File: src/rtl/mem_access_stage.sv
// Pipeline MEM stage: req/ack data-memory access, lane steering and load extension.
// Optional misaligned-access trap when MEM_MISALIGN_TRAP_EN is defined.
module mem_access_stage #(
    parameter int TIMEOUT_CYCLES = 16,
    parameter int CNT_W          = 8
) (
    input  logic        clk,
    input  logic        rst,
    input  logic        in_valid,
    input  logic        in_MemRead,
    input  logic        in_MemWrite,
    input  logic        in_RegWrite,
    input  logic [4:0]  in_RegDest,
    input  logic [2:0]  in_funct3,
    input  logic [31:0] alu_result,
    input  logic [31:0] store_data,
    output logic        stall,
    output logic        mem_req,
    output logic        mem_we,
    output logic [31:0] mem_addr,
    output logic [31:0] mem_wdata,
    output logic [3:0]  mem_wstrb,
    input  logic        mem_ack,
    input  logic [31:0] mem_rdata,
    output logic        wb_valid,
    output logic        wb_RegWrite,
    output logic [4:0]  wb_RegDest,
    output logic [31:0] wb_data,
    output logic        bus_err
);

    localparam logic [0:0] IDLE = 1'b0;
    localparam logic [0:0] BUSY = 1'b1;
    localparam logic [CNT_W-1:0] TO_LAST =
        (TIMEOUT_CYCLES > 0) ? CNT_W'(TIMEOUT_CYCLES - 1) : '0;

    logic [0:0]       state;
    logic [CNT_W-1:0] cnt;
    logic [2:0]       r_funct3;
    logic [1:0]       r_off;
    logic [4:0]       r_rd;
    logic             r_regwrite;

    logic [3:0]  st_strb;
    logic [31:0] st_data;
    logic [7:0]  ld_b;
    logic [15:0] ld_h;
    logic [31:0] ld_data;
    logic        to_hit;
    logic        is_mem;
    logic        misalign;

    assign stall  = (state == BUSY);
    assign is_mem = in_MemRead | in_MemWrite;
    assign to_hit = (TIMEOUT_CYCLES != 0) && (cnt == TO_LAST);

`ifdef MEM_MISALIGN_TRAP_EN
    assign misalign =
        ((in_funct3[1:0] == 2'b01) && alu_result[0]) ||
        (in_funct3[1] && (alu_result[1:0] != 2'b00));
`else
    assign misalign = 1'b0;
`endif

    // funct3[1:0] picks the size; 1x codes all behave as a word
    always_comb begin
        st_strb = 4'b1111;
        st_data = store_data;
        case (in_funct3[1:0])
            2'b00: begin
                st_strb = 4'b0001 << alu_result[1:0];
                st_data = {4{store_data[7:0]}};
            end
            2'b01: begin
                st_strb = alu_result[1] ? 4'b1100 : 4'b0011;
                st_data = {2{store_data[15:0]}};
            end
            default: ;
        endcase
    end

    always_comb begin
        ld_b = mem_rdata[7:0];
        case (r_off)
            2'b00: ld_b = mem_rdata[7:0];
            2'b01: ld_b = mem_rdata[15:8];
            2'b10: ld_b = mem_rdata[23:16];
            2'b11: ld_b = mem_rdata[31:24];
            default: ;
        endcase
        ld_h = r_off[1] ? mem_rdata[31:16] : mem_rdata[15:0];
        ld_data = mem_rdata;
        case (r_funct3[1:0])
            2'b00: ld_data = {{24{~r_funct3[2] & ld_b[7]}}, ld_b};
            2'b01: ld_data = {{16{~r_funct3[2] & ld_h[15]}}, ld_h};
            default: ;
        endcase
    end

    always_ff @(posedge clk or posedge rst) begin
        if (rst) begin
            state       <= IDLE;
            cnt         <= '0;
            r_funct3    <= '0;
            r_off       <= '0;
            r_rd        <= '0;
            r_regwrite  <= 1'b0;
            mem_req     <= 1'b0;
            mem_we      <= 1'b0;
            mem_addr    <= '0;
            mem_wdata   <= '0;
            mem_wstrb   <= '0;
            wb_valid    <= 1'b0;
            wb_RegWrite <= 1'b0;
            wb_RegDest  <= '0;
            wb_data     <= '0;
            bus_err     <= 1'b0;
        end else begin
            wb_valid <= 1'b0;
            bus_err  <= 1'b0;
            case (state)
                IDLE: begin
                    if (in_valid) begin
                        if (is_mem && misalign) begin
                            wb_valid    <= 1'b1;
                            wb_RegWrite <= 1'b0;
                            wb_RegDest  <= in_RegDest;
                            wb_data     <= '0;
                            bus_err     <= 1'b1;
                        end else if (is_mem) begin
                            mem_req    <= 1'b1;
                            mem_we     <= in_MemWrite;
                            mem_addr   <= {alu_result[31:2], 2'b00};
                            mem_wdata  <= in_MemWrite ? st_data : '0;
                            mem_wstrb  <= in_MemWrite ? st_strb : 4'b0000;
                            r_funct3   <= in_funct3;
                            r_off      <= alu_result[1:0];
                            r_rd       <= in_RegDest;
                            r_regwrite <= in_RegWrite;
                            cnt        <= '0;
                            state      <= BUSY;
                        end else begin
                            wb_valid    <= 1'b1;
                            wb_RegWrite <= in_RegWrite;
                            wb_RegDest  <= in_RegDest;
                            wb_data     <= alu_result;
                        end
                    end
                end
                BUSY: begin
                    cnt <= cnt + 1'b1;
                    // ack takes priority over a same-cycle timeout
                    if (mem_ack) begin
                        mem_req    <= 1'b0;
                        state      <= IDLE;
                        wb_valid   <= 1'b1;
                        wb_RegDest <= r_rd;
                        if (mem_we) begin
                            wb_RegWrite <= 1'b0;
                            wb_data     <= '0;
                        end else begin
                            wb_RegWrite <= r_regwrite;
                            wb_data     <= ld_data;
                        end
                    end else if (to_hit) begin
                        mem_req     <= 1'b0;
                        state       <= IDLE;
                        wb_valid    <= 1'b1;
                        wb_RegWrite <= 1'b0;
                        wb_RegDest  <= r_rd;
                        wb_data     <= '0;
                        bus_err     <= 1'b1;
                    end
                end
                default: state <= IDLE;
            endcase
        end
    end

endmodule

File: config.mk
export PLATFORM = sky130hd
export DESIGN_NAME = mem_access_stage
export DESIGN_NICKNAME = d
export VERILOG_FILES = /design/src/rtl/mem_access_stage.sv
export SDC_FILE = /design/constraint.sdc
export NUM_CORES = 1
export LEC_CHECK = 0
export BUFFER_PORTS_ARGS = -buffer_cell sky130_fd_sc_hd__buf_4
export CAP_MARGIN = 20
export CORE_MARGIN = 3
export CORE_UTILIZATION = 55
export DETAILED_ROUTE_END_ITERATION = 10
export PLACE_DENSITY = 0.86
export SYNTH_ARGS = -nofsm -noshare
export SYNTH_HDL_FRONTEND = slang
export SYNTH_SLANG_ARGS = --single-unit
export TNS_END_PERCENT = 30
File: constraint.sdc
create_clock -name clk -period 7.5 [get_ports clk]
set_clock_uncertainty 0.2 [all_clocks]
set_input_delay 1.5 -clock clk [delete_from_list [all_inputs] [get_ports clk]]
set_output_delay 1.5 -clock clk [all_outputs]
set_load 0.01 [all_outputs]
# == Yosys cells after proc, flatten, opt, wreduce, memory -nomap -nowiden ==
# Index checks and enable logic that the tools add are counted.
# op_classes
addsub,1
n_eq_ne,10
n_shift,1
muxes,44
bitwise_logic,5
n_reduce_logical,7
# ops
op,n
32-bit 2-to-1 mux,6
32-bit one-hot mux with 2 select lines,3
8-bit one-hot mux with 4 select lines,1
5-bit 2-to-1 mux,4
1-bit 2-to-1 mux,17
16-bit 2-to-1 mux,1
8-bit 2-to-1 mux,2
8-bit one-hot mux with 2 select lines,1
1-bit one-hot mux with 2 select lines,5
5-bit one-hot mux with 2 select lines,1
3-bit AND reduction,3
8-bit by 1-bit adder with 8-bit output (second input constant),1
8-bit by 4-bit == test with 1-bit output (second input constant),1
4-bit 2-to-1 mux,2
4-bit one-hot mux with 2 select lines,1
2-bit by 1-bit == test with 1-bit output (second input constant),3
2-bit zero test,3
2-bit inequality test (second input constant),3
2-bit == test (second input constant),2
1-bit by 2-bit << shifter with 4-bit output (first input constant),1
3-bit by 2-bit inequality test with 1-bit output (second input constant),1
1-bit AND,2
1-bit NOT,2
2-bit AND reduction,1
1-bit OR,1
# totals
ff_bits,128
input_bits,111
output_inout_bits,111
elab_cells,84

# == Depth between registers and ports, before layout ==
# Gate-level depths: netlist of the first run.
# logic_depth
ltp_word,7
ltp_mapped,7
depth_no_buf,5

# == Worst setup path after synthesis of the first run ==
# OpenSTA, ideal clock, no wires.
# synth_timing
path_type,input-to-reg
startpoint,in in_valid
endpoint,reg wb_RegDest[0]
t_arrival_ps,2623
setup_slack_ps,4549
stages,6
n_path_buf,2
cell_sequence,nor2b_1 and2_0 clkbuf_1 a21o_1 buf_4 mux2_1
# synth_between
elab_chain_len,2
# synth_rtl
element,line,text
start: declaration,9,"input logic in_valid,"
2-bit inequality test (no source line),n/a,
3-bit AND reduction (no source line),n/a,
end signal: assignment,127,wb_RegDest <= in_RegDest;
end signal: assignment,145,wb_RegDest <= in_RegDest;
end signal: assignment,157,wb_RegDest <= r_rd;
end: declaration,27,"output logic [4:0] wb_RegDest,"
# No other way between the ends.
# A chain may end at the register's enable or synchronous reset.

# == Worst setup path after layout of the first run ==
# layout_timing
startpoint,"reg state, in the netlist stall"
endpoint,out stall
# layout_lines
element,line,text
start: declaration,37,logic [0:0] state;
start signal: assignment,102,state <= IDLE;
start signal: assignment,141,state <= BUSY;
start signal: assignment,155,state <= IDLE;
end: declaration,17,"output logic stall,"
# No word-level cell between the ends.

==> impl_metrics.yaml, run 1 <==
status:
  status: "complete, no violations"
route:
  ant_nets: 0
  wirelength_um: 19800
  drt-vias-per-instance: 5.80
  vias: 6226
  drc: 0
  wl_per_cell_um: 18.4
  drt_iter0_drc: 559
  drtPass1Iterations: 7
power_and_ir_drop:
  powerDensity_nw_per_um2: 304
  vdd_drop_max_v: 0.000149
  leakagePower_uw: 0.00444
timing:
  fmax_ghz: 0.297
  maxSlewViolCount: 0
  hold_viol_final: 0
  relSlewSlack_pct: 32.5
  finalCritPeriodShare_pct: 44.9
  setup-violations-final: 0
  hold_slack_ps: 275
  period_needed_ps: 3370
  rsz0062_at_grt: "no"
  tightest_slew_ps: 1010
  tns_ps: 0
global_routing:
  grt_pass1_wl_um: 31100
  gr-usage-all-layers_pct: 29.9
  overflow: 0
  grt_max_degree: 102
  grt_antenna_before_repair: 0
  grt_pass1_vias: 6003
worst_setup_path:
  crit_chain: "buf_4"
  critPathBufInv: 1
  cpLargestDelayFamily: "flip-flops"
  start_kind: "register"
  path_class: "reg -> out"
  crit_required_ps: 5800
  worst_path_largest_cell_delay_ps: 1000
  crit_arrival_ps: 1670
  critPathSlowestCell: "dfrtp_2"
  end_kind: "primary output"
  path_max_fanout: 50
place:
  port_buffers: 219
  hpwl_um: 13500
  place_congestion: 0.853
clock_network:
  cts-root-to-sink-buffers: 2
  clk-insertion-delay-late_ps: 410
  cts_hold_buf: 0
  cts.sinks: 128
  h-tree-depth: 4
  cts_resized: 0
  cts-root-buf: "clkbuf_16"
  tritoncts: "built"
  cts.reportedPaths.clkPinSlew_ps: 60
  cts-buffers-inserted: 17
  postCtsSetupRepairBufs: 0
finish:
  fillers: 801
  fin_util_pct: 77.0
  drive_gt1_share_pct: 29.9
  area_delta_synth_final_pct: 35.5
  antenna-diode-count: 0
  nets: 1030
worst_hold_path:
  min_path_type: "reg -> reg"
logic_synthesis:
  yosysUniqueCellTypes: 51
  syn-cell-area_um2: 6570
  synthCells: 731
  ys_seq_area_share_pct: 48.8
  syn_avg_cell_area_um2: 8.98
  yosys_warnings: 0
  synth_seq_cells: 128
die:
  die_w_um: 115
  start_util_pct: 56.8
  io_pins: 222
  fp-row-count: 39
  die_area_um2: 13300
  core-area_um2: 11600
  dieHeight_um: 115
flow_run:
  max_cap_violations: 0
## final timing paths
kind,from,end,cells after the start,slack [ps]
worst max-delay path,stall$_DFF_PP0_,stall,1,4130
worst min-delay path,mem_addr[13]$_DFFE_PP0P_,mem_addr[13]$_DFFE_PP0P_,2,280
worst max register to register,stall$_DFF_PP0_,wb_RegDest[2]$_DFFE_PP0P_,5,4520
worst min register to register,mem_addr[13]$_DFFE_PP0P_,mem_addr[13]$_DFFE_PP0P_,2,280
max in group asynchronous,rst,wb_data[7]$_DFFE_PP0P_,4,5100
min in group asynchronous,rst,mem_wdata[0]$_DFFE_PP0P_,2,910
## metrics by stage
step                area, um2  setup slack (ps)  power [uW]  instances
floorplan                6570              2390        1380        732
global placement         8190              3940        1720       1041
detailed placement       8190              3850        1750       1041
CTS                      8870              4130        2710       1073
global route             8900              4060        2830       1074
finish                   8900              4130        2700       1074
## sequential cells by signal (all words and copies together), names as in the netlist
register	count
bus_err	1
wb_RegDest	5
r_regwrite	1
wb_data	32
r_funct3	3
mem_wdata	32
wb_RegWrite	1
cnt	8
r_rd	5
mem_we	1
mem_wstrb	4
mem_addr	30
stall	1
r_off	2
wb_valid	1
mem_req	1
## routing by layer
| layer | wire length [um] | part of all wire [%] | global-route usage (%) |
|---|---|---|---|
| met5 | 0 | 0 | 0 |
| met4 | 590 | 3.0 | 12.4 |
| met3 | 1930 | 9.7 | 8.47 |
| met2 | 9290 | 47 | 47.0 |
| met1 | 7980 | 40 | 39.1 |
## kinds of logic after synthesis
group,Yosys count,share of synthesized area [%]
other,1,0.0571
and+or+nand+nor,315,21.4
DFF,128,48.8
adders and majority gates,1,0.190
buffers and inverters,72,5.03
muxes,51,8.17
AOI/OAI and AO/OA,163,16.4
## area by class of cell
cell class / instances / area (um2) / share of cell area, %
multi-input cells: 532 / 3060 / 34.3
clock inverters: 13 / 233 / 2.61
well taps: 143 / 179 / 2.01
inverters: 12 / 50.0 / 0.562
clock buffers: 19 / 453 / 5.09
repair buffers: 227 / 1720 / 19.4
flip-flops and latches: 128 / 3200 / 36.0
## report_power, final
| part | switching, uW | internal, uW |
|---|---|---|
| clock network | 316 | 643 |
| logic | 381 | 382 |
| registers | 132 | 851 |
| total | 828 | 1880 |
## cell usage in the layout, fill, tap and decap left out, types with 3 or more instances in the layout
master	n
nor2b_1	28
clkinv_4	3
a21oi_1	39
and3b_1	7
clkbuf_16	17
nor2_1	55
bufinv_16	6
o22a_1	25
o21ai_1	6
buf_4	226
mux2i_1	36
o21ai_0	38
a211oi_1	6
a22o_1	8
nand2b_1	3
mux2_1	6
a31oi_1	21
dfrtp_1	127
nor3_1	18
inv_1	11
mux2_2	7
nand2_1	181
a221oi_1	6
nand3b_1	7
## Yosys cell counts (all sizes together)
| library cell | n | area [um2] |
|---|---|---|
| conb | 1 | 3.75 |
| o21a | 1 | 7.51 |
| inv | 12 | 45.0 |
| or4b | 1 | 10.0 |
| a32o | 1 | 10.0 |
| and2 | 2 | 12.5 |
| o22a | 25 | 219 |
| mux2i | 36 | 360 |
| a22o | 8 | 70.1 |
| nor2b | 29 | 181 |
| nor4 | 2 | 18.8 |
| a2111oi | 1 | 8.76 |
| mux2 | 15 | 176 |
| and3b | 7 | 61.3 |
| nor3 | 19 | 100 |
| nand4 | 2 | 12.5 |
| nand2 | 181 | 679 |
| o21ai | 45 | 225 |
| ha | 1 | 12.5 |
| a31oi | 21 | 131 |
| or2 | 1 | 6.26 |
| a222oi | 1 | 10.0 |
| a221oi | 7 | 78.8 |
| a32oi | 1 | 16.3 |
| a21oi | 39 | 195 |
| and3 | 2 | 12.5 |
| o2bb2ai | 1 | 8.76 |
| nand2b | 4 | 32.5 |
| nand3 | 2 | 10.0 |
| dfrtp | 128 | 3200 |
| nor3b | 1 | 7.51 |
| o21ba | 1 | 10.0 |
| o31ai | 2 | 15.0 |
| nor2 | 55 | 206 |
| nand3b | 7 | 52.6 |
| a211oi | 6 | 45.0 |
| buf | 26 | 158 |
| a2111o | 1 | 11.3 |
| a21o | 2 | 15.0 |
| clkbuf | 34 | 128 |
(Power assumes the default switching activity.)
==> inputs of run 2 (changes only) <==
- CORE_UTILIZATION: 55 -> 46
- PLACE_DENSITY: 0.86 -> 0.77
- clock period: 7.5 -> 2.8 ns (I/O delays scaled with it)
==> impl_metrics.yaml, run 2 (synthesis results as in run 1) <==
timing:
  tightest_slew_ps: 761
  maxSlewViolCount: 0
  fmax_ghz: 0.436
  period_needed_ps: 2290
  relSlewSlack_pct: 49.1
  finalCritPeriodShare_pct: 81.9
  rsz0062_at_grt: "no"
  hold_viol_final: 0
  setup-violations-final: 0
  tns_ps: 0
finish:
  top_regs: "mem_wdata (32), wb_data (32), mem_addr (30)"
  final_common_cell: "buf_4"
  final_cell_area_um2: 8980
  most-common-layout-cells: "236 x buf_4, 181 x nand2_1, 127 x dfrtp_1"
  drive_gt1_share_pct: 30.5
  area_delta_synth_final_pct: 36.7
  nets: 1041
  antenna-diode-count: 0
route:
  drt-vias-per-instance: 5.38
  met3_length_um: 1850
  wl_per_cell_um: 17.3
  met1_length_um: 8040
  top_layer: "met4"
  drc: 0
  drt_iter0_drc: 426
  vias: 6036
  wl_met2_um: 9060
  drtPass1Iterations: 5
  ant_nets: 0
  wirelength_um: 19400
worst_setup_path:
  crit_arrival_ps: 2440
  crit_required_ps: 2950
  rr_endpoint: "wb_data[14]$_DFFE_PP0P_"
  regToRegSetupSlack_ps: 510
  end_kind: "register"
  reg2reg_depth: 5
  path_class: "reg -> reg"
  r2r-start: "stall$_DFF_PP0_"
  start_kind: "register"
  path_max_fanout: 19
clock_network:
  clk-insertion-delay-late_ps: 410
  h-tree-depth: 4
  cts.sinks: 128
  cts-buffers-inserted: 17
  cts-root-buf: "clkbuf_16"
  cts.reportedPaths.clkPinSlew_ps: 60
  cts-root-to-sink-buffers: 2
  tritoncts: "built"
  cts_resized: 0
  cts_hold_buf: 0
  postCtsSetupRepairBufs: 0
place:
  hpwl_um: 14000
  place_congestion: 0.871
  place_area_um2: 8350
  port_buffers: 219
power_and_ir_drop:
  leakagePower_uw: 0.00446
  powerDensity_nw_per_um2: 782
  vdd_drop_max_v: 0.000436
global_routing:
  overflow: 0
  grt_pass1_vias: 6038
  grt_antenna_before_repair: 0
  gr-usage-all-layers_pct: 24.7
  grt_max_degree: 129
  grt_pass1_wl_um: 31300
die:
  start_util_pct: 47.1
  die_w_um: 125
  core-area_um2: 13900
  fp-row-count: 43
  io_pins: 222
  die_area_um2: 15700
  dieHeight_um: 125
flow_run:
  max_cap_violations: 0
worst_hold_path:
  min_path_type: "in -> async"
status:
  status: "complete, no violations"
-- run 2: changes by cell type in the layout (fill, tap and decap cells not counted), moves of 2 or more --
| cell | before | now |
|---|---|---|
| buf_4 | 226 | 236 |
| buf_12 | 0 | 2 |
| bufinv_16 | 6 | 4 |
| inv_6 | 2 | 0 |
| clkinvlp_4 | 1 | 4 |
| clkbuf_1 | 0 | 2 |
| clkinv_4 | 3 | 0 |
-- run 2: routing by layer --
metal	vias to the layer above	track usage (%)
met1	2851	31.9
met4	0	8.67
met5	-	0
met3	33	8.67
li1	2895	-
met2	257	38.9
-- run 2: worst max path at each step --
stage                         start                       to  slack (ps)  depth (start not counted)
finish              stall$_DFF_PP0_  wb_data[14]$_DFFE_PP0P_         510                          5
CTS                 stall$_DFF_PP0_  wb_data[26]$_DFFE_PP0P_         490                          5
floorplan                       rst        bus_err$_DFF_PP0_         460                          1
global placement        in_MemWrite       cnt[7]$_DFFE_PP0P_         450                          5
detailed placement      in_MemWrite       cnt[5]$_DFFE_PP0P_         360                          5
global route        stall$_DFF_PP0_  wb_data[15]$_DFFE_PP0P_         350                          5
-- run 2: area by class of cell --
| class | count | area [um2] |
|---|---|---|
| Fill cell | 1184 | 4960 |
| Sequential cell | 128 | 3200 |
| Multi-Input combinational cell | 532 | 3060 |
| Timing Repair Buffer | 238 | 1810 |
| Clock buffer | 22 | 474 |
| Tap cell | 180 | 225 |
| Clock inverter | 10 | 158 |
| Inverter | 12 | 48.8 |
-- run 2: critical path, cell delays in order, from the launching register on --
cell	delay (ps)
dfrtp_2	540
nor2b_1	370
and2_0	220
a21o_1	390
buf_4	330
o22a_1	160
-- run 2: per-stage QoR --
| stage | hold WS, ps | utilization [%] | power, uW | std cells | worst slack [ps] |
|---|---|---|---|---|---|
| floorplan | 240 | - | 3690 | 732 | 459 |
| global placement | 254 | 59.9 | 4660 | 1090 | 455 |
| detailed placement | 258 | 59.9 | 4710 | 1090 | 364 |
| CTS | 126 | 64.4 | 7100 | 1122 | 494 |
| global route | 142 | 64.4 | 7420 | 1122 | 353 |
| finish | 116 | 64.4 | 7020 | 1122 | 507 |
-- run 2: power by group --
part / switching (uW) / leakage, uW / internal, uW
logic: 1040 / 0.00257 / 1050
clock network: 798 / 0.000302 / 1560
registers: 305 / 0.00159 / 2280
